--- src/rtl/addr_router_pkg.sv ---
// Shared types and defaults for addr_router: region record, slave-id width helper, reset region map.
// Region fields are held at a fixed maximum width; instances use the low ADDR_WIDTH bits.
package addr_router_pkg;

  localparam int AR_MAX_AW = 64;

  localparam logic [127:0] DEF_BASE_PACKED = {32'h0000_3000, 32'h0000_2000, 32'h0000_1000, 32'h0000_0000};
  localparam logic [127:0] DEF_SIZE_PACKED = {32'h0000_1000, 32'h0000_1000, 32'h0000_1000, 32'h0000_1000};

  typedef struct packed {
    logic [AR_MAX_AW-1:0] base;
    logic [AR_MAX_AW-1:0] size;
    logic                 en;
  } region_t;

  function automatic int slave_id_w(input int m);
    return (m > 1) ? $clog2(m) : 1;
  endfunction

endpackage

--- src/rtl/region_match.sv ---
// Combinational hit test for one region: en && base <= addr < base + size, evaluated without wrap.
// No state, no handshake; size 0 never hits and a region may end exactly at 2^ADDR_WIDTH.
module region_match
  import addr_router_pkg::*;
#(
  parameter int ADDR_WIDTH = 32
) (
  input  logic [ADDR_WIDTH-1:0] addr,
  input  logic [ADDR_WIDTH-1:0] base,
  input  logic [ADDR_WIDTH-1:0] size,
  input  logic                  en,
  output logic                  hit
);

  // The extra MSB is the borrow: set when addr < base.
  logic [ADDR_WIDTH:0] offset;

  assign offset = {1'b0, addr} - {1'b0, base};
  assign hit    = en && !offset[ADDR_WIDTH] && (offset < {1'b0, size});

endmodule

--- src/rtl/addr_router.sv ---
// Address decoder to M programmable regions, lowest index wins; one registered stage (latency 1).
// req_ready = !rsp_valid || rsp_ready, outputs hold while stalled; ADDR_ROUTER_DECERR_CNT_EN adds a decode-error counter.
module addr_router
  import addr_router_pkg::*;
#(
  parameter int                      M                = 4,
  parameter int                      ADDR_WIDTH       = 32,
  parameter logic [M*ADDR_WIDTH-1:0] BASE_ADDR_PACKED = DEF_BASE_PACKED,
  parameter logic [M*ADDR_WIDTH-1:0] SIZE_PACKED      = DEF_SIZE_PACKED,
  parameter int                      DECERR_CNT_W     = 16
) (
  input  logic                         clk,
  input  logic                         rst,
  input  logic                         req_valid,
  output logic                         req_ready,
  input  logic [ADDR_WIDTH-1:0]        req_addr,
  output logic                         rsp_valid,
  input  logic                         rsp_ready,
  output logic [ADDR_WIDTH-1:0]        rsp_addr,
  output logic [slave_id_w(M)-1:0]     rsp_slave_id,
  output logic                         rsp_decerr,
  input  logic                         cfg_we,
  input  logic [slave_id_w(M)-1:0]     cfg_idx,
  input  logic [ADDR_WIDTH-1:0]        cfg_base,
  input  logic [ADDR_WIDTH-1:0]        cfg_size,
  input  logic                         cfg_en
`ifdef ADDR_ROUTER_DECERR_CNT_EN
  ,
  input  logic                         decerr_cnt_clr,
  output logic [DECERR_CNT_W-1:0]      decerr_cnt
`endif
);

  localparam int SID_W = slave_id_w(M);

  region_t regs_q [M];
  region_t regs_d [M];

  logic [M-1:0]          hit;
  logic [SID_W-1:0]      dec_id;
  logic                  dec_err;
  logic                  accept;

  logic                  rsp_valid_q, rsp_valid_d;
  logic [ADDR_WIDTH-1:0] rsp_addr_q, rsp_addr_d;
  logic [SID_W-1:0]      rsp_slave_id_q, rsp_slave_id_d;
  logic                  rsp_decerr_q, rsp_decerr_d;

  // Region map: independent of the request path, so a write never stalls requests.
  always_comb begin
    regs_d = regs_q;
    if (cfg_we && (32'(cfg_idx) < M)) begin
      regs_d[cfg_idx].base = AR_MAX_AW'(cfg_base);
      regs_d[cfg_idx].size = AR_MAX_AW'(cfg_size);
      regs_d[cfg_idx].en   = cfg_en;
    end
  end

  always_ff @(posedge clk or posedge rst) begin
    if (rst) begin
      for (int i = 0; i < M; i++) begin
        regs_q[i].base <= AR_MAX_AW'(BASE_ADDR_PACKED[i*ADDR_WIDTH +: ADDR_WIDTH]);
        regs_q[i].size <= AR_MAX_AW'(SIZE_PACKED[i*ADDR_WIDTH +: ADDR_WIDTH]);
        regs_q[i].en   <= 1'b1;
      end
    end else begin
      regs_q <= regs_d;
    end
  end

  for (genvar g = 0; g < M; g++) begin : g_region
    region_match #(.ADDR_WIDTH(ADDR_WIDTH)) u_match (
      .addr (req_addr),
      .base (regs_q[g].base[ADDR_WIDTH-1:0]),
      .size (regs_q[g].size[ADDR_WIDTH-1:0]),
      .en   (regs_q[g].en),
      .hit  (hit[g])
    );
    if (ADDR_WIDTH < AR_MAX_AW) begin : g_hi
      logic unused_hi;
      assign unused_hi = |{regs_q[g].base[AR_MAX_AW-1:ADDR_WIDTH], regs_q[g].size[AR_MAX_AW-1:ADDR_WIDTH]};
    end
  end

  // Descending scan so the lowest matching index is the last assignment.
  always_comb begin
    dec_id  = '0;
    dec_err = 1'b1;
    for (int i = M - 1; i >= 0; i--) begin
      if (hit[i]) begin
        dec_id  = SID_W'(i);
        dec_err = 1'b0;
      end
    end
  end

  assign req_ready = !rsp_valid_q || rsp_ready;
  assign accept    = req_valid && req_ready;

  always_comb begin
    rsp_valid_d    = rsp_valid_q;
    rsp_addr_d     = rsp_addr_q;
    rsp_slave_id_d = rsp_slave_id_q;
    rsp_decerr_d   = rsp_decerr_q;
    if (accept) begin
      rsp_valid_d    = 1'b1;
      rsp_addr_d     = req_addr;
      rsp_slave_id_d = dec_id;
      rsp_decerr_d   = dec_err;
    end else if (rsp_ready) begin
      rsp_valid_d    = 1'b0;
    end
  end

  always_ff @(posedge clk or posedge rst) begin
    if (rst) begin
      rsp_valid_q    <= 1'b0;
      rsp_addr_q     <= '0;
      rsp_slave_id_q <= '0;
      rsp_decerr_q   <= 1'b0;
    end else begin
      rsp_valid_q    <= rsp_valid_d;
      rsp_addr_q     <= rsp_addr_d;
      rsp_slave_id_q <= rsp_slave_id_d;
      rsp_decerr_q   <= rsp_decerr_d;
    end
  end

  assign rsp_valid    = rsp_valid_q;
  assign rsp_addr     = rsp_addr_q;
  assign rsp_slave_id = rsp_slave_id_q;
  assign rsp_decerr   = rsp_decerr_q;

`ifdef ADDR_ROUTER_DECERR_CNT_EN
  logic [DECERR_CNT_W-1:0] decerr_cnt_q, decerr_cnt_d;

  // Clear beats a same-cycle increment; count saturates at all-ones.
  always_comb begin
    decerr_cnt_d = decerr_cnt_q;
    if (decerr_cnt_clr) begin
      decerr_cnt_d = '0;
    end else if (rsp_valid_q && rsp_ready && rsp_decerr_q && (decerr_cnt_q != '1)) begin
      decerr_cnt_d = decerr_cnt_q + 1'b1;
    end
  end

  always_ff @(posedge clk or posedge rst) begin
    if (rst) begin
      decerr_cnt_q <= '0;
    end else begin
      decerr_cnt_q <= decerr_cnt_d;
    end
  end

  assign decerr_cnt = decerr_cnt_q;
`endif

endmodule

--- config.mk ---
export PLATFORM = sky130hd
export DESIGN_NAME = addr_router
export DESIGN_NICKNAME = d
export VERILOG_FILES = /design/src/rtl/addr_router_pkg.sv /design/src/rtl/region_match.sv /design/src/rtl/addr_router.sv
export SDC_FILE = /design/constraint.sdc
export NUM_CORES = 1
export LEC_CHECK = 0
export BUFFER_PORTS_ARGS = -buffer_cell sky130_fd_sc_hd__buf_2
export CORE_AREA = 2 2 217 219
export DETAILED_ROUTE_END_ITERATION = 16
export DIE_AREA = 0 0 219 221
export PLACE_DENSITY_LB_ADDON = 0.08
export SETUP_SLACK_MARGIN = 0.02
export SLEW_MARGIN = 10
export SYNTH_ARGS = -nofsm -noshare
export SYNTH_HDL_FRONTEND = slang
export SYNTH_SLANG_ARGS = --single-unit
--- constraint.sdc ---
create_clock -name clk -period 10.13 [get_ports clk]
set_input_delay 1.013 -clock clk [delete_from_list [all_inputs] [get_ports clk]]
set_output_delay 1.013 -clock clk [all_outputs]
set_load 0.01 [all_outputs]
### Word level (Yosys, flattened, before mapping)

Index checks and enable logic that the tools add are counted.

| word-level totals | value |
|---|---|
| register bits after elaboration | 552 |
| bits of input ports | 104 |
| output and inout bits | 37 |
| word-level logic and storage cells | 63 |

| operators by class | value |
|---|---|
| add/sub/neg operators | 4 |
| order comparisons | 6 |
| mux-type cells | 19 |
| bitwise operators | 1 |
| reduce and logical (&&, ||, !) cells | 17 |

Operators by type and width:

| kind | count |
|---|---|
| bitwise mux 516 bit | 3 |
| demux 129 bit (select 2 bit) | 3 |
| less-than comparator 33 x 32 -> 1 bit | 4 |
| subtractor 32 x 32 -> 33 bit | 4 |
| 2-to-1 mux 129 bit | 1 |
| 2-to-1 mux 65 bit | 1 |
| logical AND 1 bit | 10 |
| 2-to-1 mux 2 bit | 4 |
| 2-to-1 mux 1 bit | 7 |
| logical NOT 1 bit | 5 |
| greater-or-equal comparator 3 bit, second input constant | 1 |
| less-than comparator 3 x 1 -> 1 bit, second input constant | 1 |
| inverter 2 -> 3 bit | 1 |
| nonzero test 2 bit | 1 |
| logical OR 1 bit | 1 |

### Logic depth before layout (Yosys ltp)

| depth | value |
|---|---|
| depth in word-level cells | 8 |
| mapped depth | 24 |
| gate-level depth less buffers | 24 |

### Modules after synthesis

From an unflattened synthesis, not the netlist that was laid out.

| second synthesis, totals | value |
|---|---|
| cell total of the unflattened synthesis | 2131 |
| area total of the unflattened synthesis | 21908.5 um2 |

Modules (own cells, without submodules):

| module | times used | cells each | area each (um2) | sequential area each (um2) |
|---|---|---|---|---|
| addr_router | 1 | 636 | 11429.7 | 7422.1 |
| region_match (g_region[3].u_match) | 1 | 377 | 2716.4 | 0.0 |
| region_match (g_region[2].u_match) | 1 | 376 | 2606.2 | 0.0 |
| region_match (g_region[0].u_match) | 1 | 373 | 2597.5 | 0.0 |
| region_match (g_region[1].u_match) | 1 | 369 | 2558.7 | 0.0 |

### Least setup slack after synthesis

No wires, ideal clock.

| path | value |
|---|---|
| path kind | input port to flip-flop |
| from | input req_addr[0] |
| to | register rsp_decerr_q, in the netlist rsp_decerr |
| library setup time | 0.121 ns |
| data arrival time | 5.129 ns |
| required time | 10.009 ns |
| slack | 4.881 ns |
| stages on the path | 22 |
| buffers on the path | 0 |
| path through | inv_1 > ha_1 > inv_1 > fa_1 > a211oi_2 > o21ai_0 > a41oi_1 > o21ai_1 > a221o_1 > a211o_1 > a21o_1 > a21oi_1 > xnor2_1 > ha_1 > a211oi_1 > o21ai_0 > a41o_1 > a31oi_1 > a21oi_1 > o311ai_1 > nor2_1 > a22o_1 |

| between the ends | value |
|---|---|
| word-level cells in the longest chain between the ends | 8 |
| elaborated cells between the ends (all ways) | 24 |
| classes of those cells | add/sub (4); order compare (4); mux (4); reduce/logical (12) |

Ends and longest elaborated chain:

| what | RTL line | source |
|---|---|---|
| from (decl) | addr_router.sv:16 | `input logic [ADDR_WIDTH-1:0] req_addr,` |
| parallel branches: the longest is 7 deep, another holds subtractor 32 x 32 -> 33 bit | - |  |
| 2-to-1 mux 1 bit (*) | addr_router.sv:90 | `if (hit[i]) begin` |
| to (signal assigned) | addr_router.sv:125 | `rsp_decerr_q <= rsp_decerr_d;` |
| to (decl) | addr_router.sv:47 | `logic rsp_decerr_q, rsp_decerr_d;` |

Mark *: on every way between the ends.
A chain may end at the register's enable or synchronous reset.

### Final worst setup path

Ends and elaborated chain as after synthesis.

==> results by group <==
Synthesis
  • Post-synth EDFFs: 0
  • Syn_nets: 2450
  • Top-count cell post-synth: dfrtp_1
  • Yosys top cell by area: dfrtp_1
  • Netlist Area Pre-Place: 20430 um2
  • FFs w/ async S/R, synth: 1.000
  • Most used DFF post-synth: dfrtp_1
  • Dominant cells by area after synthesis: dfrtp_1 (35%), ha_1 (15%), mux2_2 (13%)
  • Cells after synthesis: 2090
  • Synthesis-stage register bit count: 296
  • Sequential fraction of the synthesis area: 0.3634
  • Yosys cell types: between 60 and 70
  • Post-Syn Area per Cell: ~9.8 um2
  • Synth top cells by count: dfrtp_1 (284), inv_1 (281), ha_1 (252), mux2_2 (228), o21ai_0 (141)
  • Yosys synthesis warning count: 0
  • Top-area cell type share of the netlist area: 0.3479

Clocking
  • Bufs on Longest Clock Path: 3
  • Clock sinks: 296
  • Setup Buffers After CTS: 0
  • Hold-fix buffers at CTS: 0
  • CTS tree: yes
  • Cts bufs inserted: 37
  • CTS clk-pin slew, worst paths: 60 ps
  • CTS Root Cell: clkbuf_16
  • Htree depth: 2
  • Worst skew pair latency: 560 ps
  • PostCTS Resize Cnt: 0

Global routing
  • Antenna violations before repair: 1
  • GRT met1 Usage: 0.3497
  • Met3 usage: 0.02955
  • Total track usage: 0.2434
  • Grt peak-use layer: met2
  • Largest net degree at the start of global routing: a little over 90
  • Met2 Resource Use GR: 0.3901
  • Vias in the first global route: between 15000 and 20000
  • Gr ovfl total: 0
  • First-pass GRT wire length: 90.90 mm

STA
  • Tcrit/Tclk final: 0.5772
  • Final Hold Viols: 0
  • Slew headroom: 0.2502
  • Unrepaired setup endpoints after global routing: no
  • Setup TNS: 0 ps
  • Max Transition Viols Final: 0
  • Fmax: 171.0 MHz
  • Actual slew at the worst max-slew pin: between 1000 and 1500 ps
  • Final Setup Violations: 0
  • Clock skew: 14.73 ps
  • Min Clock Period, post-route: 5847 ps

Finish
  • Final core utilization: 0.5009
  • Area Growth Syn to Fin: 12.95%
  • Layout Nets: about 2600
  • FILL cells: 4415
  • Sequential cell area: 7422 um2
  • Area of the multi-input gates: around 12000 um2
  • ANT cells: 0
  • Share of cells above drive strength 1: 0.2062

Floorplan
  • Row cnt: 79
  • Die W: 219 um
  • Initial Utilization: 0.4434
  • Ports: approximately 140
  • Core Box Area: 46060 um2
  • Die H: 221 um
  • Die area: about 48000 um2

Drt
  • Post-route DRC: 0
  • ANT nets after route: 0
  • DRT iter0 DRCs: slightly below 900
  • Via-per-instance ratio: 5.436
  • Avg WL per Cell: 20.23 um
  • Drt total wl: 58.10 mm
  • Via count: 15610
  • Drt first pass iters: 5

Outcome
  • Outcome: finished, final reports clean

Pwr
  • P_leak: 11.34 nW
  • Pwr Density: between 200 and 250 nW/um2
  • VDD IR max: 0.1274 mV

Worst setup path
  • Crit start category: input pin
  • CP peak stage delay: around 500 ps
  • Buf/Inv on CP: 3
  • Req. time, crit path: 10570 ps
  • CP arrival: 6290 ps
  • Crit Path Max Fanout: 5
  • Critical path class: input pin to register
  • Critical path's top delay family: compound AO/OA/AOI/OAI gates
  • Worst path cell trace: buf_2, inv_1, ha_1, inv_1, fa_1, a211oi_2, o21ai_0, a41oi_1, o21ai_1, a221o_1, a211o_1, a21o_1, a21oi_1, xnor2_1, ha_1, a211oi_1, o21ai_0, a41o_1, a31oi_1, a21oi_1, o311ai_1, nor2_1, a22o_1
  • Worst setup EP type: register
  • Critical-path top delay cell: a221o_1

Placement
  • Post-DP HPWL: 44.56 mm
  • GP Congestion: 0.8933
  • Buffers on Ports: between 100 and 150

Hold path
  • Class of the tightest hold or removal check: register to register

Flow run
  • Max cap viols: 0
-- logic make-up (layout without fill, tap and decap cells) --
group,count (synthesis),after routing,share of synthesized area
adders and majority gates,256,256,0.1583
buffers and inverters,322,497,0.05917
muxes,228,228,0.1257
and+or+nand+nor,383,383,0.08986
AOI/OAI and AO/OA,503,503,0.1599
DFF,296,296,0.3634
xor gates and xnor gates,102,102,0.04374
-- layer usage --
layer | part of all wire | up-vias
li1 | - | 7648
met1 | 0.49 | 7635
met2 | 0.46 | 272
met3 | 0.039 | 56
met4 | 0.018 | 2
met5 | 0.00028 | -
-- worst paths after layout --
path	from	end	slack (ps)	cells past startpoint
min in group asynchronous	rst	rsp_addr[3]	560	2
setup reg to reg	regs_q[324]	rsp_decerr	4600	21
setup / recovery	req_addr[0]	rsp_decerr	4280	23
hold reg to reg	rsp_addr[0]	rsp_addr[0]	500	2
max in group asynchronous	rst	regs_q[477]	8130	3
hold / removal	rsp_addr[0]	rsp_addr[0]	500	2
-- power breakdown --
| group | internal, mW | switching, mW | leakage, nW | total [mW] |
|---|---|---|---|---|
| registers | 1.41 | 0.102 | 3.51 | 1.51 |
| logic | 0.944 | 1.25 | 7.23 | 2.19 |
| clock network | 0.823 | 0.536 | 0.603 | 1.36 |
-- stage by stage --
stage          area, um2  hold WS, ps  total power, mW  worst slack (ps)  instances
6_report           23070        496.8            5.062              4283       2872
3_3_place_gp       21830        479.6            3.674              3844       2805
2_1_floorplan      20430        474.3            3.070             961.0       2090
5_1_grt            23070        509.1            5.452              3876       2872
4_1_cts            23070        495.4            5.107              4372       2872
3_5_place_dp       21830        477.5            3.709              3783       2805
-- tightest hold or removal path, delay by kind of cell, from the launching register on --
| kind | cells | cell delay [ps] |
|---|---|---|
| flip-flops | 1 | 340 |
| AO/OA/AOI/OAI | 1 | 70 |
| AND/OR/NAND/NOR | 1 | 40 |
-- cells in the final DEF (no fill, tap or decap), drive strengths merged, types with 6 or more instances in the layout --
cell type  instances
xnor2             72
a211o              6
a211oi            24
a31oi             10
o21bai            10
dfrtp            284
nor3b              6
and2               8
nand3             22
o21a              20
nor2              86
nand2            131
a21o              88
nor4               6
nor3              19
xor2              30
nor2b             26
nand4             25
buf              149
nand2b            23
mux2             228
o211ai            13
or3                6
o31ai              6
a21oi            127
ha               252
clkbuf            59
o21ai            143
dfstp             12
inv              282
a2111oi           10
and3              13
-- state kept, by name, indices dropped and copies added, names as in the netlist --
name          cells
rsp_addr         32
rsp_valid         1
regs_q          260
rsp_slave_id      2
rsp_decerr        1
-- layout make-up --
cell class / count / share of cell area
flip-flops and latches: 296 / 0.3217
clock buffers: 59 / 0.04946
clock inverters: 8 / 0.004447
inverters: 281 / 0.04604
well taps: 607 / 0.03292
multi-input cells: 1472 / 0.5121
repair buffers: 149 / 0.03330
No activity file was read; power rests on OpenSTA's default activity.
